$ cat src/rtl/seg7_pkg.sv
// rtl/seg7_pkg.sv - shared 7-segment digit type, segment patterns and anode helpers
package seg7_pkg;

    typedef logic [3:0] bcd_digit_t;

    // Active-low segment patterns, bit order {g,f,e,d,c,b,a}
    localparam logic [6:0] SEG_0    = 7'b1000000;
    localparam logic [6:0] SEG_1    = 7'b1111001;
    localparam logic [6:0] SEG_2    = 7'b0100100;
    localparam logic [6:0] SEG_3    = 7'b0110000;
    localparam logic [6:0] SEG_4    = 7'b0011001;
    localparam logic [6:0] SEG_5    = 7'b0010010;
    localparam logic [6:0] SEG_6    = 7'b0000010;
    localparam logic [6:0] SEG_7    = 7'b1111000;
    localparam logic [6:0] SEG_8    = 7'b0000000;
    localparam logic [6:0] SEG_9    = 7'b0010000;
    localparam logic [6:0] SEG_DASH = 7'b0111111;
    localparam logic [6:0] SEG_OFF  = 7'b1111111;

    localparam logic [3:0] AN_OFF = 4'b1111;

    function automatic logic [3:0] an_select(input logic [1:0] idx);
        return ~(4'b0001 << idx);
    endfunction

endpackage

$ cat src/rtl/bcd_to_seg7.sv
// rtl/bcd_to_seg7.sv - combinational BCD digit to active-low 7-segment decoder
module bcd_to_seg7
    import seg7_pkg::*;
(
    input  bcd_digit_t  digit,
    output logic [6:0]  seg
);

    always_comb begin
        seg = SEG_DASH;
        case (digit)
            4'd0:    seg = SEG_0;
            4'd1:    seg = SEG_1;
            4'd2:    seg = SEG_2;
            4'd3:    seg = SEG_3;
            4'd4:    seg = SEG_4;
            4'd5:    seg = SEG_5;
            4'd6:    seg = SEG_6;
            4'd7:    seg = SEG_7;
            4'd8:    seg = SEG_8;
            4'd9:    seg = SEG_9;
            default: seg = SEG_DASH;
        endcase
    end

endmodule

$ cat src/rtl/bcd_seg_mux.sv
// rtl/bcd_seg_mux.sv - 4-digit multiplexed 7-segment driver with guard cycle and leading-zero blanking
module bcd_seg_mux
    import seg7_pkg::*;
#(
    parameter int REFRESH_DIV = 100000
) (
    input  logic        clk,
    input  logic        rst,
    input  logic [15:0] bcd,
    input  logic        bcd_load,
    input  logic        blank_lz,
    input  logic        en,
    output logic [3:0]  an,
    output logic [6:0]  seg,
    output logic [1:0]  dig_sel
);

    localparam int CNT_W = $clog2(REFRESH_DIV);
    localparam logic [CNT_W-1:0] CNT_MAX = CNT_W'(REFRESH_DIV - 1);

    logic [CNT_W-1:0]  presc;
    logic [1:0]        idx;
    logic [15:0]       disp_reg;
    bcd_digit_t [3:0]  digits;
    bcd_digit_t        cur_digit;
    logic [6:0]        seg_dec;
    logic              slot_end;
    logic              blanked;
    logic [3:0]        an_next;

    assign digits    = disp_reg;
    assign cur_digit = digits[idx];
    assign slot_end  = (presc == CNT_MAX);

    bcd_to_seg7 u_dec (
        .digit (cur_digit),
        .seg   (seg_dec)
    );

    always_comb begin
        blanked = 1'b0;
        if (blank_lz) begin
            case (idx)
                2'd3:    blanked = (digits[3] == 4'd0);
                2'd2:    blanked = (digits[3] == 4'd0) && (digits[2] == 4'd0);
                2'd1:    blanked = (digits[3] == 4'd0) && (digits[2] == 4'd0) && (digits[1] == 4'd0);
                default: blanked = 1'b0;
            endcase
        end
    end

    // Prescaler at zero is the first cycle of a slot: keep anodes off while the digit switches
    always_comb begin
        an_next = an_select(idx);
        if (presc == '0 || !en || blanked)
            an_next = AN_OFF;
    end

    always_ff @(posedge clk) begin
        if (rst) begin
            presc    <= '0;
            idx      <= 2'd0;
            disp_reg <= 16'h0000;
            an       <= AN_OFF;
            seg      <= SEG_OFF;
            dig_sel  <= 2'd0;
        end else begin
            presc <= slot_end ? '0 : presc + 1'b1;
            if (slot_end)
                idx <= idx + 2'd1;
            if (bcd_load)
                disp_reg <= bcd;
            an      <= an_next;
            seg     <= seg_dec;
            dig_sel <= idx;
        end
    end

endmodule

$ cat config.mk
export PLATFORM = sky130hd
export DESIGN_NAME = bcd_seg_mux
export DESIGN_NICKNAME = d
export VERILOG_FILES = /design/src/rtl/seg7_pkg.sv /design/src/rtl/bcd_to_seg7.sv /design/src/rtl/bcd_seg_mux.sv
export SDC_FILE = /design/constraint.sdc
export NUM_CORES = 1
export LEC_CHECK = 0
export CAP_MARGIN = 5
export CORE_MARGIN = 2
export CORE_UTILIZATION = 50
export CTS_CLUSTER_DIAMETER = 60
export DETAILED_ROUTE_END_ITERATION = 12
export DONT_BUFFER_PORTS = 1
export HOLD_SLACK_MARGIN = 0.08
export PLACE_DENSITY = 0.71
export REMOVE_ABC_BUFFERS = 1
export SKIP_LAST_GASP = 1
export SYNTH_ARGS = -nofsm -noshare
export SYNTH_HDL_FRONTEND = slang
export SYNTH_HIERARCHICAL = 1
export SYNTH_SLANG_ARGS = --single-unit
$ cat constraint.sdc
create_clock -name clk -period 2.9 [get_ports clk]
set_clock_uncertainty 0.2 [all_clocks]
set_input_delay 0.29 -clock clk [delete_from_list [all_inputs] [get_ports clk]]
set_output_delay 0.29 -clock clk [all_outputs]
set_load 0.02 [all_outputs]
==> summary.md, run 1 <==
| Metric | Value |
|---|---|
| Status | `finished clean` |
| Initial Util | `roughly 53%` |
| Post-route insts no fill | `about 320` |
| CP arrival | `2.35 ns` |
| I/O Pins | `34` |
| Via Count | `about 1800` |
| Largest net degree at the start of global routing | `29` |
| Inserted Clock Buffers | `5` |
| Async S/R FF share, synth | `0%` |
| First-pass GRT wire length | `8.56 mm` |
| Sum Neg Setup Slack | `0 ns` |
| Core Box Area | `~4400 sq um` |
| Clk_lat worst skew | `0.31 ns` |
| CTS tree | `built` |
| Setup violations, final | `0` |
| Worst path most repeated cell | `nor2_1` |
| Top cell type's share of synthesized area | `41.4%` |
| Synth cell count leaders | `dfxtp_1 (48), nor2_1 (38), mux2i_1 (17)` |
| Area delta synth->final | `17.2%` |
| Dpl hpwl | `2.88 mm` |
| RSZ-0062 raised after global routing | `false` |
| FP Rows | `24` |
| Worst-path fanout max | `9` |
| VDD IR max | `311 uV` |
| Post-Syn Area per Cell | `just under 10 sq um` |
| N_diodes | `0` |
| Share of cells above drive strength 1 | `9.77%` |
| Number of port buffers | `0` |
| Slew margin rel. | `approximately a third` |
| Clock Tree Root | `clkbuf_8` |
| CTS clk-pin slew, worst paths | `roughly 0.10 ns` |
| Crit Path Class | `flip-flop to flip-flop` |
| Overflow after GRT | `0` |
| Drt total wl | `between 5 and 6 mm` |
| Cell breakdown of the critical path | `mux4_2 > inv_1 > ha_1 > nor2_1 > nor2_1 > or2_2` |
| Routed vias/inst | `~5.6` |
| Critical Path RT | `about 2.9 ns` |
| Largest cells by area after synthesis | `dfxtp_1 (41%), mux2i_1 (7.3%), ha_1 (6.5%)` |
| Crit path max-delay cell type | `mux4_2` |
| RePlAce Congestion | `slightly above 0.8` |
| Synthesized flop and latch total | `48` |
| Max-cap viol count | `0` |
| Netlist Area Pre-Place | `approximately 2300 sq um` |
| GRT Total Usage | `between 20% and 30%` |
| Synth Instances | `238` |
| Worst hold path class | `input pin to flip-flop` |
| Power Total | `roughly 1.3 mW` |
| Worst slew pin tran | `1.01 ns` |
| Crit share post-route | `between 80% and 90%` |
| Worst stage delay on the critical path | `around 0.66 ns` |
| Count leader, synth | `dfxtp_1` |
| CTS H-tree lvls | `2` |
| CTS sink count | `between 40 and 50` |
| Iteration-0 DRC Markers | `just under 100` |
| Final net count | `approximately 300` |
| DR DRC count | `0` |
| Die area | `around 5200 sq um` |
| Initial antenna violation count | `0` |
| Met3 usage in global routing | `~6.3%` |
| FF-to-FF setup slack | `approximately 0.54 ns` |
| Power per cell area | `around 470 nW/um^2` |
| GRT busiest layer | `met2` |
| Inst Count DP | `around 280` |
| Antenna Nets Post-Route | `0` |
| Syn. warnings | `6` |
| Main synth FF type | `dfxtp_1` |
| Vias in the first global route | `between 1500 and 2000` |
| Startpoint Class | `flip-flop` |
| Sequential area share after synthesis | `about two fifths` |
| Tmin final | `approximately 2.4 ns` |
| CP endpoint kind | `flip-flop` |
| Fmax | `0.423 GHz` |
| Slew Viols, Final | `0` |
| EDFF count, synth | `0` |
| LEAKAGE | `about 1.1 nW` |
| Unique masters post-synth | `49` |
| Die height | `roughly 70 um` |
| Largest area contributor in the netlist | `dfxtp_1` |
| Drt first pass iters | `4` |
| Drt wl/cell | `about 16 um` |
| Routing usage on met2 | `roughly a third` |
| Clock buffer depth | `2` |
| Final Hold Fails | `0` |
| Grt met1 use | `27.9%` |
| Die width | `72.1 um` |
-- power by group --
part | internal, mW | switching [mW] | total, mW | leakage (nW)
logic | 0.0847 | 0.0561 | 0.141 | 0.626
registers | 0.686 | 0.0342 | 0.720 | 0.393
clock network | 0.190 | 0.226 | 0.417 | 0.0473
total | 0.961 | 0.317 | 1.28 | 1.07
-- stage by stage --
| stage | setup slack [ns] | util [%] | hold slack, ns | instance area [sq um] |
|---|---|---|---|---|
| 6_report | 0.536 | 61.6 | 0.0948 | 2720 |
| 3_3_place_gp | 0.626 | 51.8 | 0.164 | 2290 |
| 2_1_floorplan | 0.713 | - | 0.157 | 2220 |
| 3_5_place_dp | 0.566 | 51.8 | 0.167 | 2290 |
| 4_1_cts | 0.542 | 61.6 | 0.0976 | 2720 |
| 5_1_grt | 0.351 | 61.6 | 0.105 | 2720 |
-- metal layers --
layer / wire length (um) / vias to the layer above / part of all wire (%)
li1: - / 876 / -
met2: 2410 / 45 / 48
met1: 2330 / 861 / 46
met5: 0 / - / 0
met3: 222 / 8 / 4.4
met4: 77 / 0 / 1.5
-- path summary, 6_finish.rpt --
kind / from / endpoint / cells past startpoint
setup / recovery: idx[0] / seg[1] / 6
hold / removal: rst / presc[1] / 2
setup reg to reg: idx[0] / seg[1] / 6
hold reg to reg: presc[0] / presc[0] / 1
-- critical path: cells and delay by family (launching register included) --
family                   cells  cell delay [ns]
AND/OR/NAND/NOR              3             0.41
flip-flops                   1             0.59
adder cells (fa/ha/maj)      1             0.25
multiplexers                 1             0.66
buffers and inverters        1             0.14
-- area by class of cell --
cell class                      count  area (sq um)
Sequential cell                    48           961
Tap cell                           52          65.1
Clock buffer                        6          82.6
Multi-Input combinational cell    166          1220
Inverter                           11          41.3
Clock inverter                      1          8.76
Fill cell                         354          1700
Timing Repair Buffer               34           340
-- layout by cell type (no fill, tap or decap), types with 7 or more instances in the layout --
cell type / count
inv_1: 11
mux2i_1: 17
dlygate4sd3_1: 34
xnor2_1: 9
ha_1: 12
dfxtp_1: 48
or2_2: 7
nor4_1: 8
nand4_1: 8
nand3_1: 8
nor2_1: 38
-- flip-flops by register name (all words and copies together) (netlist names) --
name / cells
dig_sel: 2
seg: 7
an: 4
digits: 16
presc: 17
idx: 2
-- logic make-up after synthesis --
group	after synthesis	share of synthesized area, %
AND/OR/NAND/NOR	103	24.4
flip-flops	48	41.4
XOR/XNOR	14	5.29
adder cells (fa/ha/maj)	12	6.47
buffers and inverters	24	6.04
AO/OA/AOI/OAI	15	4.69
multiplexers	22	11.7
-- what timing repair did --
item / CTS / global route
hold endpoints to repair: 31 / 0
gates resized for setup: 0 / 0
hold buffers: 34 / 0
buffers inserted: 0 / 0
Power figures use the tool's default switching activity.
==> run 2: changes to the inputs <==
clock period = 2.3 ns   (was 2.9 ns; I/O delays follow)
==> run 2 against run 1 <==
- final cell count rose by 1.3%
- cell area is 1.6% higher
- sequential share of layout area down 0.52 points
- global-route usage shrank 1.8 points
- die area is the same
- first-iteration DRC count decreased by 11%
- routed wire length fell by 5.5%
- maximum frequency rose by 8.4%
- via count hardly changed
- sequential cell count unchanged
- combinational power increased by 28%
- critical path depth did not move
- critical path type unchanged
- critical endpoint unchanged
- largest cell class unchanged
==> summary.md, run 2 (synthesis results as in run 1) <==
| Metric | Value |
|---|---|
| Crit Path Class | `flip-flop to flip-flop` |
| CTS tree | `built` |
| Worst stage delay on the critical path | `0.62 ns (-0.04 ns)` |
| Die height | `72.1 um (unchanged)` |
| I/O Pins | `34 (unchanged)` |
| Number of port buffers | `0 (unchanged)` |
| Buf/Inv on CP | `1 (unchanged)` |
| Status | `finished clean` |
| Via Count | `1789 (-0.056%)` |
| Max-cap viol count | `0 (unchanged)` |
| RePlAce Congestion | `0.806 (about the same)` |
| Final Hold Fails | `0 (unchanged)` |
| N_diodes | `0 (unchanged)` |
| Clock Tree Root | `clkbuf_8` |
| Worst slew pin tran | `1.02 ns (+0.0121 ns)` |
| Power per cell area | `615 nW/um^2 (+31%)` |
| Drt total wl | `4.76 mm (-5.5%)` |
| Most frequent cells in the layout | `dfxtp_1 (47), nor2_1 (38), dlygate4sd3_1 (34)` |
| Die area | `5200 sq um (unchanged)` |
| Initial antenna violation count | `0 (unchanged)` |
| Drt first pass iters | `4 (unchanged)` |
| Final net count | `302 (+1.0%)` |
| Tmin final | `2.18 ns (-0.184 ns)` |
| Clk_lat worst skew | `0.31 ns (about the same)` |
| VDD IR max | `342 uV (+9.6%)` |
| Antenna Nets Post-Route | `0 (unchanged)` |
| Worst path most repeated cell | `nor2_1` |
| Crit path max-delay cell type | `mux4_2` |
| CP endpoint kind | `flip-flop` |
| LEAKAGE | `1.09 nW (+2.2%)` |
| Power Total | `1.70 mW (+33%)` |
| Area of the multi-input gates | `1220 sq um (unchanged)` |
| CTS H-tree lvls | `2 (unchanged)` |
| Dpl hpwl | `2.99 mm (+3.8%)` |
| Share of cells above drive strength 1 | `11.5% (+1.7 points)` |
| Largest net degree at the start of global routing | `30 (+3.4%)` |
| Drt wl/cell | `14.8 um (-6.7%)` |
| Iteration-0 DRC Markers | `88 (-11%)` |
| Most flop-heavy register | `presc` |
| GRT Total Usage | `19.7% (-1.8 points)` |
| Worst hold path class | `flip-flop to flip-flop` |
| Setup violations, final | `0 (unchanged)` |
| Die width | `72.1 um (unchanged)` |
| Vias in the first global route | `1726 (-0.35%)` |
| Startpoint Class | `flip-flop` |
| Initial Util | `52.6% (unchanged)` |
| Core Box Area | `4410 sq um (unchanged)` |
| Reg area | `962 sq um (+0.13%)` |
| RSZ-0062 raised after global routing | `false` |
| # fillers | `359 (+1.4%)` |
| Fmax | `0.459 GHz (+8.4%)` |
| Clock buffer depth | `2 (unchanged)` |
| DR DRC count | `0 (unchanged)` |
| Crit share post-route | `94.8% (+13 points)` |
| Worst-path fanout max | `7 (-2)` |
| Commonest non-fill, non-tap cell in the layout | `dfxtp_1` |
| Slew margin rel. | `31.7% (-0.81 points)` |
| CP arrival | `2.18 ns (-0.17 ns)` |
| Overflow after GRT | `0 (unchanged)` |
| Inserted Clock Buffers | `5 (unchanged)` |
| CTS sink count | `48 (unchanged)` |
| Worst hold slack | `0.310 ns (+0.215 ns)` |
| First-pass GRT wire length | `7.97 mm (-6.9%)` |
| Max FFs per register | `17 (unchanged)` |
| Area delta synth->final | `19.0%` |
| FP Rows | `24 (unchanged)` |
| Sum Neg Setup Slack | `0 ns (unchanged)` |
| Routed vias/inst | `5.56 (-1.3%)` |
| Cell breakdown of the critical path | `mux4_2 > inv_1 > ha_1 > nor2_1 > nor2_1 > or2_2` |
| CTS clk-pin slew, worst paths | `0.09 ns (about the same)` |
| Slew Viols, Final | `0 (unchanged)` |
| Critical Path RT | `2.30 ns (-0.59 ns)` |
| Largest delay share family, worst path | `multiplexers` |
[run 2: cell count changes in the layout (fill, tap and decap cells not counted)]
cell,change
clkinv_4,-1
clkinvlp_4,+1
buf_4,+3
dfxtp_1,-1
dfxtp_2,+1
clkinv_2,+1
bufinv_16,+1
clkbuf_8,-1
[run 2: cell type report]
type / instances / share of cell area, %
repair buffers: 37 / 13.1
clock buffers: 5 / 2.49
clock inverters: 3 / 1.54
multi-input cells: 166 / 44.1
well taps: 52 / 2.36
inverters: 11 / 1.50
flip-flops and latches: 48 / 34.8
[run 2: final timing paths]
check / from / endpoint / slack (ns) / cells after the start
worst min register to register: presc[0] / presc[0] / 0.31 / 1
worst min-delay path: presc[0] / presc[0] / 0.31 / 1
worst max-delay path: idx[0] / seg[1] / 0.12 / 6
worst max register to register: idx[0] / seg[1] / 0.12 / 6
[run 2: layer usage]
layer  up-vias  track usage [%]  wire length (um)
li1        885                -                 -
met1       845             26.1              2220
met2        51             31.9              2230
met3         8             3.61               233
met4         0             7.55                74
met5         -                0                 0
[run 2: metrics by stage]
step | setup WS (ns) | util (%) | area, sq um | std cells
2_1_floorplan | 0.113 | - | 2220 | 225
3_3_place_gp | 0.117 | 52.3 | 2310 | 280
3_5_place_dp | 0.0750 | 52.3 | 2310 | 280
4_1_cts | 0.0425 | 62.5 | 2760 | 322
5_1_grt | 0.0247 | 62.6 | 2760 | 322
6_report | 0.120 | 62.6 | 2760 | 322
[run 2: what timing repair did]
item,4_1_cts,5_1_grt
endpoints found under the setup margin,0,4
hold buffers,34,0
resized for setup,0,1
setup buffers,0,0
hold endpoints to repair,48,0
[run 2: power breakdown]
part           internal [mW]  leakage [nW]  total, mW  switching (mW)
Combinational          0.108         0.642      0.181          0.0725
Sequential             0.865         0.394      0.905          0.0406
Clock                  0.322        0.0541      0.613           0.291
==> run 3: changes to the inputs <==
SETUP_SLACK_MARGIN = 0.3   (was unset)
==> run 3 against run 2 <==
- register-to-register slack better by 0.11 ns
- sequential share of layout area grew 0.17 points
- sequential power barely moved
- power down 1.1%
- setup slack better by 0.11 ns
- worst hold slack lost 0.032 ns
- die area did not move
- maximum frequency rose by 5.5%
- first-iteration DRC count is 18% lower
- non-clock buffer count is 9 lower
==> summary.md, run 3 (synthesis results as in run 1) <==
| Metric | Value |
|---|---|
| DR DRC count | `0 (unchanged)` |
| Worst slew pin tran | `0.592 ns (-0.429 ns)` |
| RSZ-0062 raised after global routing | `true` |
| Clock share of power | `35.9% (-0.2 points)` |
| Power per cell area | `609 nW/um^2 (-1.0%)` |
| Worst setup margin | `0.233 ns (+0.113 ns)` |
| Initial Util | `52.6% (unchanged)` |
| Min-delay src | `presc[0]` |
| Slew Viols, Final | `0 (unchanged)` |
| LEAKAGE | `1.11 nW (+2.1%)` |
| VDD IR max | `392 uV (+15%)` |
| GRT Total Usage | `20.3% (+0.57 points)` |
| Slew margin rel. | `60.4% (+29 points)` |
| RePlAce Congestion | `0.806 (unchanged)` |
| Max FFs per register | `17 (unchanged)` |
| Worst Hold Path EP | `presc[0]` |
| Tmin final | `2.07 ns (-0.113 ns)` |
| Die area | `5200 sq um (unchanged)` |
| CP endpoint kind | `flip-flop` |
| Most flop-heavy register | `presc` |
| CTS H-tree lvls | `2 (unchanged)` |
| Clock buffer depth | `2 (unchanged)` |
| FF-to-FF setup slack | `0.23 ns (+0.11 ns)` |
| Power Total | `1.68 mW (-1.1%)` |
| Crit share post-route | `89.9% (-4.9 points)` |
| P_sw | `0.394 mW (-2.6%)` |
| Clk_lat worst skew | `0.30 ns (about the same)` |
| N_diodes | `0 (unchanged)` |
| Share of cells above drive strength 1 | `18.3% (+6.8 points)` |
| FP Rows | `24 (unchanged)` |
| Drt first pass iters | `4 (unchanged)` |
| Sum Neg Setup Slack | `0 ns (unchanged)` |
| Final net count | `294 (-2.6%)` |
| Inserted Clock Buffers | `5 (unchanged)` |
| Core Box Area | `4410 sq um (unchanged)` |
| Largest net degree at the start of global routing | `18 (-40%)` |
| Drt total wl | `4.82 mm (+1.4%)` |
| Gate power share | `10.2% (-0.4 points)` |
| Vias in the first global route | `1695 (-1.8%)` |
| Via Count | `1751 (-2.1%)` |
| Max-cap viol count | `0 (unchanged)` |
| Most frequent cells in the layout | `dfxtp_1 (46), nor2_1 (38), dlygate4sd3_1 (20)` |
| Worst hold slack | `0.278 ns (-0.0319 ns)` |
| Worst R2R Start | `idx[0]` |
| Drt wl/cell | `15.4 um (+4.0%)` |
| Initial antenna violation count | `0 (unchanged)` |
| Worst hold path class | `flip-flop to flip-flop` |
| Final Hold Fails | `0 (unchanged)` |
| CTS clk-pin slew, worst paths | `0.09 ns (about the same)` |
| Routed vias/inst | `5.58 (+0.37%)` |
| Critical Path RT | `2.29 ns (about the same)` |
| Pre-CTS setup slack | `0.0750 ns (unchanged)` |
| Number of port buffers | `0 (unchanged)` |
| Seq pwr share | `53.9% (+0.6 points)` |
| Setup violations, final | `0 (unchanged)` |
| Status | `finished clean` |
| Startpoint Class | `flip-flop` |
| Internal Pwr Total | `1.29 mW (-0.64%)` |
| Hold path depth | `1 (unchanged)` |
| Commonest non-fill, non-tap cell in the layout | `dfxtp_1` |
| Die width | `72.1 um (unchanged)` |
| Crit Path Class | `flip-flop to flip-flop` |
| Switch share | `23.4% (-0.36 points)` |
| R2R depth | `5 (-1)` |
| First-pass GRT wire length | `8.14 mm (+2.1%)` |
| Dpl hpwl | `2.99 mm (unchanged)` |
| Area delta synth->final | `18.9% (about the same)` |
| Die height | `72.1 um (unchanged)` |
| Reg-to-Reg End | `seg[3]` |
| Overflow after GRT | `0 (unchanged)` |
| CTS tree | `built` |
| Iteration-0 DRC Markers | `72 (-18%)` |
| Antenna Nets Post-Route | `0 (unchanged)` |
| CTS sink count | `48 (unchanged)` |
| Fmax | `0.484 GHz (+5.5%)` |
| Clock Tree Root | `clkbuf_8` |
| I/O Pins | `34 (unchanged)` |
| Worst-path fanout max | `4 (-3)` |
| CP arrival | `2.06 ns (-0.12 ns)` |
-- run 3: cell count changes in the layout (fill, tap and decap cells not counted), moves of 2 or more --
| cell | change |
|---|---|
| buf_4 | +4 |
| dlygate4sd3_1 | -14 |
| ha_1 | -4 |
| ha_2 | +2 |
| ha_4 | +2 |
| inv_1 | -2 |
| inv_4 | +2 |
| or2_2 | -3 |
| or2_4 | +3 |
-- run 3: worst max-delay path by stage --
stage / slack, ns / from / end / depth (start not counted)
floorplan: 0.11 / idx[0] / seg[1] / 6
global placement: 0.12 / idx[0] / seg[1] / 6
detailed placement: 0.07 / idx[0] / seg[1] / 6
CTS: 0.29 / idx[0] / seg[2] / 5
global route: 0.20 / idx[0] / seg[2] / 5
finish: 0.23 / idx[0] / seg[3] / 5
-- run 3: area by class of cell --
cell class | instances | area, sq um
clock inverters | 3 | 42.5
clock buffers | 5 | 68.8
inverters | 11 | 46.3
flip-flops and latches | 48 | 966
repair buffers | 28 | 273
fillers | 356 | 1660
well taps | 52 | 65.1
multi-input cells | 167 | 1300
-- run 3: metrics by stage --
stage          area [sq um]  instances  utilization, %
6_report               2760        314            62.5
5_1_grt                2760        314            62.5
4_1_cts                2740        313            62.0
3_5_place_dp           2310        280            52.3
3_3_place_gp           2310        280            52.3
2_1_floorplan          2220        225               -
-- run 3: per-layer routing --
| metal | up-vias | GRT usage (%) | routed length, um |
|---|---|---|---|
| li1 | 875 | - | - |
| met1 | 834 | 27.1 | 2300 |
| met2 | 34 | 31.8 | 2260 |
| met3 | 8 | 4.58 | 183 |
| met4 | 0 | 7.97 | 74 |
| met5 | - | 0 | 0 |
-- run 3: worst max-delay path, stage by stage, from the launching register on --
cell and delay [ns]:
dfxtp_4 0.39, mux4_2 0.58, ha_2 0.22, mux2i_1 0.20
a22oi_1 0.10, or2_2 0.28
-- run 3: power groups by stage --
stage                     combinational [mW]  clock, mW  sequential, mW
after global placement                 0.110          0           0.923
after floorplan                       0.0936          0           0.917
after CTS                              0.163      0.621           0.904
after global routing                   0.191      0.653           0.910
final                                  0.172      0.603           0.906
after detailed placement               0.113          0           0.923
-- run 3: what timing repair did --
item	CTS	global route
pin swaps	5	1
setup endpoints to repair	23	13
gates resized for setup	14	8
endpoints found under the hold margin	48	0
hold buffers	20	0
cloned	1	0
buffers inserted	4	1
